--- src/rtl/pkg_cronometro.sv ---
// Shared definitions for the stopwatch limit-entry block: sizes, FSM encoding
// and BCD digit helpers.
package pkg_cronometro;

  localparam int WIDTH_DEF = 14;
  localparam int NDIG_DEF  = 4;
  localparam int DEB_DEF   = 16;

  localparam logic [3:0] DIG_MAX = 4'd9;

  typedef enum logic [1:0] {
    ST_EDIT = 2'd0,
    ST_CONV = 2'd1,
    ST_DONE = 2'd2
  } estado_t;

  function automatic logic [3:0] bcd_inc(input logic [3:0] d);
    return (d >= DIG_MAX) ? 4'd0 : d + 4'd1;
  endfunction

  function automatic logic [3:0] bcd_dec(input logic [3:0] d);
    return (d == 4'd0) ? DIG_MAX : d - 4'd1;
  endfunction

endpackage

--- src/rtl/botao_borda.sv ---
// Button conditioning: 2-flop synchronizer, optional debounce filter
// (AJUSTE_DEBOUNCE_EN) and a single-cycle rising-edge pulse.
module botao_borda #(
  parameter int DEB_CYCLES = 16
) (
  input  logic clk,
  input  logic reset,
  input  logic btn,
  output logic pulse
);

  logic s1_q, s2_q, prev_q, lvl;

  if (DEB_CYCLES < 1) begin : g_bad_deb
    $error("botao_borda: DEB_CYCLES must be at least 1");
  end

  always_ff @(posedge clk) begin
    if (reset) begin
      s1_q <= 1'b0;
      s2_q <= 1'b0;
    end else begin
      s1_q <= btn;
      s2_q <= s2_q ^ (s1_q ^ s2_q);
    end
  end

`ifdef AJUSTE_DEBOUNCE_EN
  localparam int CW = $clog2(DEB_CYCLES + 1);
  localparam logic [CW-1:0] CNT_LOAD = CW'(DEB_CYCLES - 1);

  logic [CW-1:0] cnt_q, cnt_d;
  logic          flt_q, flt_d;

  // Down-counter restarts whenever the input agrees with the filtered level.
  always_comb begin
    cnt_d = cnt_q;
    flt_d = flt_q;
    if (s2_q == flt_q) begin
      cnt_d = CNT_LOAD;
    end else if (cnt_q == '0) begin
      flt_d = s2_q;
      cnt_d = CNT_LOAD;
    end else begin
      cnt_d = cnt_q - 1'b1;
    end
  end

  always_ff @(posedge clk) begin
    if (reset) begin
      cnt_q <= CNT_LOAD;
      flt_q <= 1'b0;
    end else begin
      cnt_q <= cnt_d;
      flt_q <= flt_d;
    end
  end

  assign lvl = flt_q;
`else
  assign lvl = s2_q;
`endif

  always_ff @(posedge clk) begin
    if (reset) prev_q <= 1'b0;
    else       prev_q <= lvl;
  end

  assign pulse = lvl & ~prev_q;

endmodule

--- src/rtl/ajuste_limite.sv ---
// Operator limit entry: edits NDIG BCD digits from four buttons and, on confirm,
// converts them to binary by repeated multiply-by-10. Debounce via AJUSTE_DEBOUNCE_EN.
module ajuste_limite
  import pkg_cronometro::*;
#(
  parameter int WIDTH      = WIDTH_DEF,
  parameter int NDIG       = NDIG_DEF,
  parameter int DEB_CYCLES = DEB_DEF
) (
  input  logic              clk,
  input  logic              reset,
  input  logic              btn_inc,
  input  logic              btn_dec,
  input  logic              btn_sel,
  input  logic              btn_ok,
  output logic [WIDTH-1:0]  limite,
  output logic              limite_valid,
  output logic [4*NDIG-1:0] digitos,
  output logic [1:0]        cursor,
  output logic              busy
);

  localparam logic [1:0] IDX_LAST = 2'(NDIG - 1);

  if (NDIG < 1 || NDIG > 4 || (10.0 ** NDIG) - 1.0 >= (2.0 ** WIDTH)) begin : g_bad_size
    $error("ajuste_limite: NDIG must be 1..4 and 10^NDIG-1 must fit in WIDTH bits");
  end

  logic ev_inc, ev_dec, ev_sel, ev_ok;

  botao_borda #(.DEB_CYCLES(DEB_CYCLES)) u_inc (.clk(clk), .reset(reset), .btn(btn_inc), .pulse(ev_inc));
  botao_borda #(.DEB_CYCLES(DEB_CYCLES)) u_dec (.clk(clk), .reset(reset), .btn(btn_dec), .pulse(ev_dec));
  botao_borda #(.DEB_CYCLES(DEB_CYCLES)) u_sel (.clk(clk), .reset(reset), .btn(btn_sel), .pulse(ev_sel));
  botao_borda #(.DEB_CYCLES(DEB_CYCLES)) u_ok  (.clk(clk), .reset(reset), .btn(btn_ok),  .pulse(ev_ok));

  estado_t          state_q, state_d;
  logic [1:0]       idx_q, idx_d;
  logic [1:0]       cur_q, cur_d;
  logic [WIDTH-1:0] acc_q, acc_d, acc_next;
  logic [WIDTH-1:0] lim_q, lim_d;
  logic [3:0]       dig_q [NDIG];
  logic [3:0]       dig_d [NDIG];

  // State register
  always_ff @(posedge clk) begin
    if (reset) state_q <= ST_EDIT;
    else       state_q <= state_d;
  end

  // Next-state logic
  always_comb begin
    state_d = state_q;
    case (state_q)
      ST_EDIT: if (ev_ok) state_d = ST_CONV;
      ST_CONV: if (idx_q == 2'd0) state_d = ST_DONE;
      ST_DONE: state_d = ST_EDIT;
      default: state_d = ST_EDIT;
    endcase
  end

  // Output logic
  always_comb begin
    busy         = (state_q == ST_CONV);
    limite_valid = (state_q == ST_DONE);
  end

  // acc*10 as shift-add; the size check above guarantees no overflow.
  assign acc_next = (acc_q << 3) + (acc_q << 1) + WIDTH'(dig_q[idx_q]);

  // The final conversion step loads limite directly so it and limite_valid move together.
  always_comb begin
    acc_d = acc_q;
    idx_d = idx_q;
    lim_d = lim_q;
    cur_d = cur_q;
    dig_d = dig_q;
    case (state_q)
      ST_EDIT: begin
        if (ev_ok) begin
          acc_d = '0;
          idx_d = IDX_LAST;
        end else begin
          if (ev_inc && !ev_dec)      dig_d[cur_q] = bcd_inc(dig_q[cur_q]);
          else if (ev_dec && !ev_inc) dig_d[cur_q] = bcd_dec(dig_q[cur_q]);
          if (ev_sel) cur_d = (cur_q == IDX_LAST) ? 2'd0 : cur_q + 2'd1;
        end
      end
      ST_CONV: begin
        acc_d = acc_next;
        idx_d = idx_q - 2'd1;
        if (idx_q == 2'd0) lim_d = acc_next;
      end
      default: ;
    endcase
  end

  always_ff @(posedge clk) begin
    if (reset) begin
      acc_q <= '0;
      idx_q <= '0;
      lim_q <= '0;
      cur_q <= '0;
      for (int i = 0; i < NDIG; i++) dig_q[i] <= 4'd0;
    end else begin
      acc_q <= acc_d;
      idx_q <= idx_d;
      lim_q <= lim_d;
      cur_q <= cur_d;
      dig_q <= dig_d;
    end
  end

  for (genvar g = 0; g < NDIG; g++) begin : g_dig
    assign digitos[4*g +: 4] = dig_q[g];
  end

  assign limite = lim_q;
  assign cursor = cur_q;

endmodule

--- config.mk ---
export PLATFORM = sky130hd
export DESIGN_NAME = ajuste_limite
export DESIGN_NICKNAME = d
export VERILOG_FILES = /design/src/rtl/pkg_cronometro.sv /design/src/rtl/botao_borda.sv /design/src/rtl/ajuste_limite.sv
export SDC_FILE = /design/constraint.sdc
export NUM_CORES = 1
export LEC_CHECK = 0
export ABC_AREA = 1
export CAP_MARGIN = 20
export CORE_ASPECT_RATIO = 1.2
export CORE_MARGIN = 8
export CORE_UTILIZATION = 50
export CTS_CLUSTER_DIAMETER = 80
export DETAILED_ROUTE_END_ITERATION = 12
export GPL_TIMING_DRIVEN = 0
export HOLD_SLACK_MARGIN = 0.02
export PLACE_DENSITY_LB_ADDON = 0.2
export RECOVER_POWER = 25
export SLEW_MARGIN = 20
export SYNTH_ARGS = -nofsm -noshare
export SYNTH_HDL_FRONTEND = slang
export SYNTH_HIERARCHICAL = 1
export SYNTH_SLANG_ARGS = --single-unit
export TNS_END_PERCENT = 10
--- constraint.sdc ---
create_clock -name clk -period 3.1 [get_ports clk]
set_input_delay 0.93 -clock clk [delete_from_list [all_inputs] [get_ports clk]]
set_output_delay 0.93 -clock clk [all_outputs]
set_load 0.005 [all_outputs]
After elaboration in Yosys (flattened, before gate mapping)
Index checks and enable logic that the tools add are counted.

Flip-flop bits (word level): 61. Word-level logic and storage cells: 92.

$add $sub $neg: 6. Magnitude comparators: 4. Equal/unequal tests: 5. Mux-type cells: 22. Bitwise logic cells: 19. Reduce and logical (&&, ||, !) cells: 15.

Operators by type and width (count): $bwmux W16 (2); $mux W16 (2); $mux W4 (7); $pmux W13 S2 (1); $bmux W4 S2 (2); $add A14 B14 Y14 (1); $add A14 B4 Y14 (1); $mux W13 (1); $demux W4 S2 (1); $mux W2 (4); $pmux W2 S2 (2); $xor A1 B1 Y1 (8); $ge A3 B3 Y1 const B (2); $not A2 Y3 (2); $reduce_and A2 Y1 (3); $reduce_and A3 Y1 (2); $not A1 Y1 (5); $add A4 B1 Y4 const B (1); $and A1 B1 Y1 (4); $eq A2 B2 Y1 const B (2); $ge A4 B4 Y1 const B (1); $logic_not A2 Y1 (2); $logic_not A4 Y1 (1); $reduce_bool A2 Y1 (2); other kinds (9) (12).

Depth between registers and ports, before layout
Depth after elaboration: 9. Mapped depth: 18. Mapped depth without buffers: 17.

Hierarchy
Netlist, hierarchy kept.

By module, submodules not included: ajuste_limite (instances 1, cells each 475, area each 3289.4 sq um, seq. area each 980.9 sq um); botao_borda (instances 4, cells each 10, area each 86.3 sq um, seq. area each 60.1 sq um).

Worst setup path before layout
Ideal clock, no wire load.

Path kind: register to register. Start point: register idx_q[0]. End point: register lim_q[10], in the netlist limite[10]. Arrival: 2550 ps. Required time: 2984 ps. Path slack: 434 ps. Stages on the path, launching flop included: 19. Path buffers: 1. Cell sequence: dfxtp_1 > inv_1 > clkbuf_1 > o21ai_0 > a21oi_1 > a21oi_1 > fa_1 > inv_1 > fa_1 > inv_1 > nand3_1 > nand3_1 > nand2_1 > nand2_1 > nand2_1 > nand2_1 > nand2_1 > o211ai_1 > inv_1.

Cells in the longest elaborated chain, start to end: 5. Elaborated cells between the ends (all ways): 7. Classes of those cells: add/sub: 1; mux: 3; bitwise: 1; reduce/logical: 2.

Ends and longest elaborated chain: start, declared (RTL line ajuste_limite.sv:37) `logic [1:0] idx_q, idx_d;`; start signal, assigned (RTL line ajuste_limite.sv:106) `idx_q <= idx_d;`; $not A2 Y3 (not written as such) (RTL line ajuste_limite.sv:68) `assign acc_next = (acc_q << 3) + (acc_q << 1) + WIDTH'(dig_q[idx_q]);`; $bmux W4 S2 (RTL line ajuste_limite.sv:68); $mux W4 (not written as such) (2 in series) (RTL line ajuste_limite.sv:68); $add A14 B4 Y14 (RTL line ajuste_limite.sv:68); end signal, assigned (RTL line ajuste_limite.sv:107) `lim_q <= lim_d;`; end, declared (RTL line ajuste_limite.sv:40) `logic [WIDTH-1:0] lim_q, lim_d;`.

Parallel ways exist; a longest one is shown, timed or not. The select of a mux whose other input is x is not followed. A chain may end at the register's enable or synchronous reset.

Worst setup path in the final report
Start point: register idx_q[1]. End point: register lim_q[10], in the netlist limite[10].

The elaborated chain is that of the path after synthesis.

==> tab_implementation.tex <==
\begin{tabular}{lr}
\hline
Metric & Value \\
\hline
\multicolumn{2}{l}{\textbf{Routing}} \\
\quad Via density per instance & 5.21 \\
\quad Routed length per instance & 14.3 um \\
\quad Vias after detailed routing & 3431 \\
\quad Aggregate routed wire length & 9400 um \\
\quad Number of design rule violations left after detail routing & 0 \\
\quad Remaining antenna violation count after routing & 0 \\
\quad DRT Pass-1 Iters & 4 \\
\quad DRT iter0 DRCs & 142 \\
\multicolumn{2}{l}{\textbf{Global route}} \\
\quad Total track usage & 0.193 \\
\quad Total congestion overflow after global routing & 0 \\
\quad Pin count of the biggest net entering global routing & 14 \\
\quad Initial antenna violation count & 0 \\
\quad Number of global-route vias before repair & 3439 \\
\quad First-pass GRT wire length & 15800 um \\
\multicolumn{2}{l}{\textbf{Logic synthesis}} \\
\quad Leading cell types by total area after synthesis & dfxtp\_1 (34\%), nand2\_1 (12\%), ha\_1 (11\%), inv\_1 (7.4\%), a21oi\_1 (6.6\%) \\
\quad Nets in the synthesized netlist & 554 \\
\quad Number of distinct library cells after synthesis & 34 \\
\quad YS warnings & 6 \\
\quad Mapped Area & 3630 um\^{}2 \\
\quad Fraction of the yosys area taken by sequential cells & 0.336 \\
\quad Top FF cell, synth & dfxtp\_1 \\
\quad Async set or reset register ratio after synthesis & 0 \\
\quad Post-synthesis cell count & 515 \\
\quad Number of synthesized register bits & 61 \\
\quad Post-Synthesis Mean Instance Area & 7.06 um\^{}2 \\
\quad Top-area cell type share of the netlist area & 0.336 \\
\quad Leading area contributor after synthesis & dfxtp\_1 \\
\quad Count of flip-flops with a built-in enable after synthesis & 0 \\
\multicolumn{2}{l}{\textbf{Power and ir drop}} \\
\quad Power Dens Cells & 429 nW/um\^{}2 \\
\quad Part of the power in registers & 0.446 \\
\quad Switching power & 0.561 mW \\
\quad Proportion of power drawn by combinational gates & 0.163 \\
\quad Clock network fraction of design power & 0.391 \\
\quad Switching power share of the total & 0.302 \\
\quad Leakage power & 2.10 nW \\
\quad Total power consumption of the routed design & 1.86 mW \\
\quad Worst vdd ir & 0.286 mV \\
\quad Cell internal power dissipation & 1.30 mW \\
\multicolumn{2}{l}{\textbf{Floorplan}} \\
\quad Placeable Area & 7150 um\^{}2 \\
\quad Number of I/O pins & 40 \\
\quad Starting density of the core & 0.509 \\
\quad Height of the die & 109 um \\
\quad Chip width & 93.8 um \\
\quad Area of the die & 10300 um\^{}2 \\
\quad \# rows & 34 \\
\multicolumn{2}{l}{\textbf{STA}} \\
\quad Remaining max-slew budget at the tightest pin & 0.601 \\
\quad RSZ-0062 raised after global routing & no \\
\quad Fin Clk Skew & 0.00864 ns \\
\quad Slew Viols, Final & 0 \\
\quad Slew at the pin with the worst max-slew slack & 0.595 ns \\
\quad Achievable clock frequency & 0.356 GHz \\
\quad Shortest period the worst path allows & 2.81 ns \\
\quad Endpoints failing setup & 0 \\
\quad TNS Setup & 0 ns \\
\quad Total count of hold-check failures in the final report & 0 \\
\quad Hold slack final & 0.404 ns \\
\quad Smallest setup slack after layout & 0.292 ns \\
\quad Share of the clock period used by the worst path after layout & 0.906 \\
\multicolumn{2}{l}{\textbf{Worst setup path}} \\
\quad Maximum fanout along the worst path & 7 \\
\quad R2R Path Start & idx\_q[1] \\
\quad Endpoint class of the critical path & flop \\
\quad Type of the setup path with the least slack & flop to flop \\
\quad Worst EP arrival & 3.06 ns \\
\quad Critical Path Source & idx\_q[1] \\
\quad Required @ worst endpoint & 3.35 ns \\
\quad Worst setup SP type & flop \\
\multicolumn{2}{l}{\textbf{Placed design}} \\
\quad RD Place Congestion & 0.917 \\
\quad Place WS & 0.00428 ns \\
\quad DPL Wire Length & 7320 um \\
\quad I/O Buffers & 39 \\
\quad Total placed cells including tap cells & 644 \\
\multicolumn{2}{l}{\textbf{CTS}} \\
\quad Clock Tree Root & clkbuf\_8 \\
\quad Reg clk slew, reported paths & 0.08 ns \\
\quad \# clock sinks & 61 \\
\quad Clock insertion delay at the later pin of the skew report & 0.35 ns \\
\quad CTS max path bufs & 2 \\
\quad TritonCTS clock tree & built \\
\quad Total setup buffers inserted after CTS & 0 \\
\quad Cts bufs inserted & 9 \\
\quad H-tree depth & 3 \\
\multicolumn{2}{l}{\textbf{Finish}} \\
\quad Synth-to-layout area growth & 19.3\% \\
\quad Antenna diodes & 0 \\
\quad Area taken by multi-input logic gates & 2050 um\^{}2 \\
\quad Total area of sequential cells & 1220 um\^{}2 \\
\quad Fraction of layout cells with a size suffix above 1 & 0.104 \\
\quad Most common cell after layout, fill and taps aside & nand2\_1 \\
\quad Number of filler cells placed in the layout & 694 \\
\quad Fin cells & 659 \\
\quad Number of nets in the layout & 603 \\
\quad Most used cells in the layout excluding fill and tap cells & nand2\_1 (117), inv\_1 (71), dfxtp\_1 (61) \\
\multicolumn{2}{l}{\textbf{Run status}} \\
\quad Outcome & complete, no violations \\
\multicolumn{2}{l}{\textbf{Hold path}} \\
\quad Type of the tightest min-delay check & flop to flop \\
\quad Source of the worst hold timing path & u\_sel/s1\_q \\
\multicolumn{2}{l}{\textbf{Job}} \\
\quad Number of max-cap violations & 0 \\
\hline
\end{tabular}
==> metal layers <==
metal,track usage,vias to the layer above,wire (um)
met5,0,-,0
met3,0.0423,17,375
met4,0.0749,0,175
met2,0.378,66,5110
met1,0.192,1590,3740
li1,-,1758,-
==> layout make-up <==
| class | instances | share of cell area |
|---|---|---|
| Clock inverter | 7 | 0.0173 |
| Buffer | 12 | 0.0173 |
| Sequential cell | 61 | 0.282 |
| Multi-Input combinational cell | 366 | 0.472 |
| Inverter | 75 | 0.0667 |
| Clock buffer | 9 | 0.0286 |
| Tap cell | 90 | 0.0260 |
| Timing Repair Buffer | 39 | 0.0900 |
==> worst max-delay path, stage by stage (launching register included) <==
cell and delay, ns:
dfxtp_1 0.35, inv_1 0.20, o21ai_0 0.12, a21oi_1 0.14, a21oi_1 0.07, fa_1 0.51, inv_1 0.06, fa_1 0.40
inv_1 0.14, nand3_1 0.09, nand3_1 0.12, nand2_1 0.10, nand2_1 0.07, nand2_1 0.06, nand2_1 0.06, nand2_1 0.05
o211ai_1 0.10, inv_1 0.05
==> final timing paths <==
path	end	slack, ns	cells after the start
min reg2reg	u_sel/lvl	0.40	2
max reg2reg	limite[10]	0.29	17
max	limite[10]	0.29	17
min	u_sel/lvl	0.40	2
==> cells in the mapped netlist (2+ instances only) <==
| library cell | number |
|---|---|
| a211oi_1 | 2 |
| a21oi_1 | 48 |
| buf_2 | 3 |
| buf_6 | 3 |
| clkbuf_1 | 6 |
| dfxtp_1 | 61 |
| fa_1 | 2 |
| ha_1 | 31 |
| inv_1 | 72 |
| inv_2 | 2 |
| nand2_1 | 117 |
| nand2_2 | 10 |
| nand2_4 | 5 |
| nand3_1 | 46 |
| nand3_2 | 7 |
| nand3b_1 | 2 |
| nand4_1 | 4 |
| nor2_1 | 46 |
| o21a_1 | 2 |
| o21ai_0 | 21 |
| o21ai_1 | 3 |
| o21bai_1 | 3 |
| o22ai_1 | 2 |
| or2_2 | 6 |
| xnor2_1 | 2 |
==> cell families (layout without fill, tap and decap cells) <==
group                    after synthesis  count (layout)  share of synthesized area
XOR/XNOR                               2               2                    0.00482
flip-flops                            61              61                      0.336
adder cells (fa/ha/maj)               33              33                      0.118
AO/OA/AOI/OAI                         86              86                      0.129
AND/OR/NAND/NOR                      245             245                      0.312
buffers and inverters                 88             142                      0.101
==> power groups by stage <==
stage	clock network (mW)	registers, mW	logic [mW]
5_1_grt	0.772	0.833	0.337
4_1_cts	0.738	0.829	0.306
3_3_place_gp	0	0.846	0.297
3_5_place_dp	0	0.847	0.305
2_1_floorplan	0	0.843	0.207
6_report	0.727	0.829	0.303
==> registers in the layout, indices dropped and copies added (netlist names), 2 cells and up <==
name / cells
digitos: 16
limite: 14
acc_q: 13
cursor: 2
idx_q: 2
state_q: 2
==> timing repair <==
item / in CTS / in global routing
endpoints found under the setup margin: 0 / 14
hold buffers: 0 / 0
resized for setup: 0 / 2
==> metrics by stage <==
step                      utilization  instance area, um^2
after floorplan                     -                 3630
after global placement          0.579                 4140
after detailed placement        0.579                 4140
after CTS                       0.607                 4340
after global routing            0.607                 4340
final                           0.607                 4340
(Power assumes the default switching activity.)
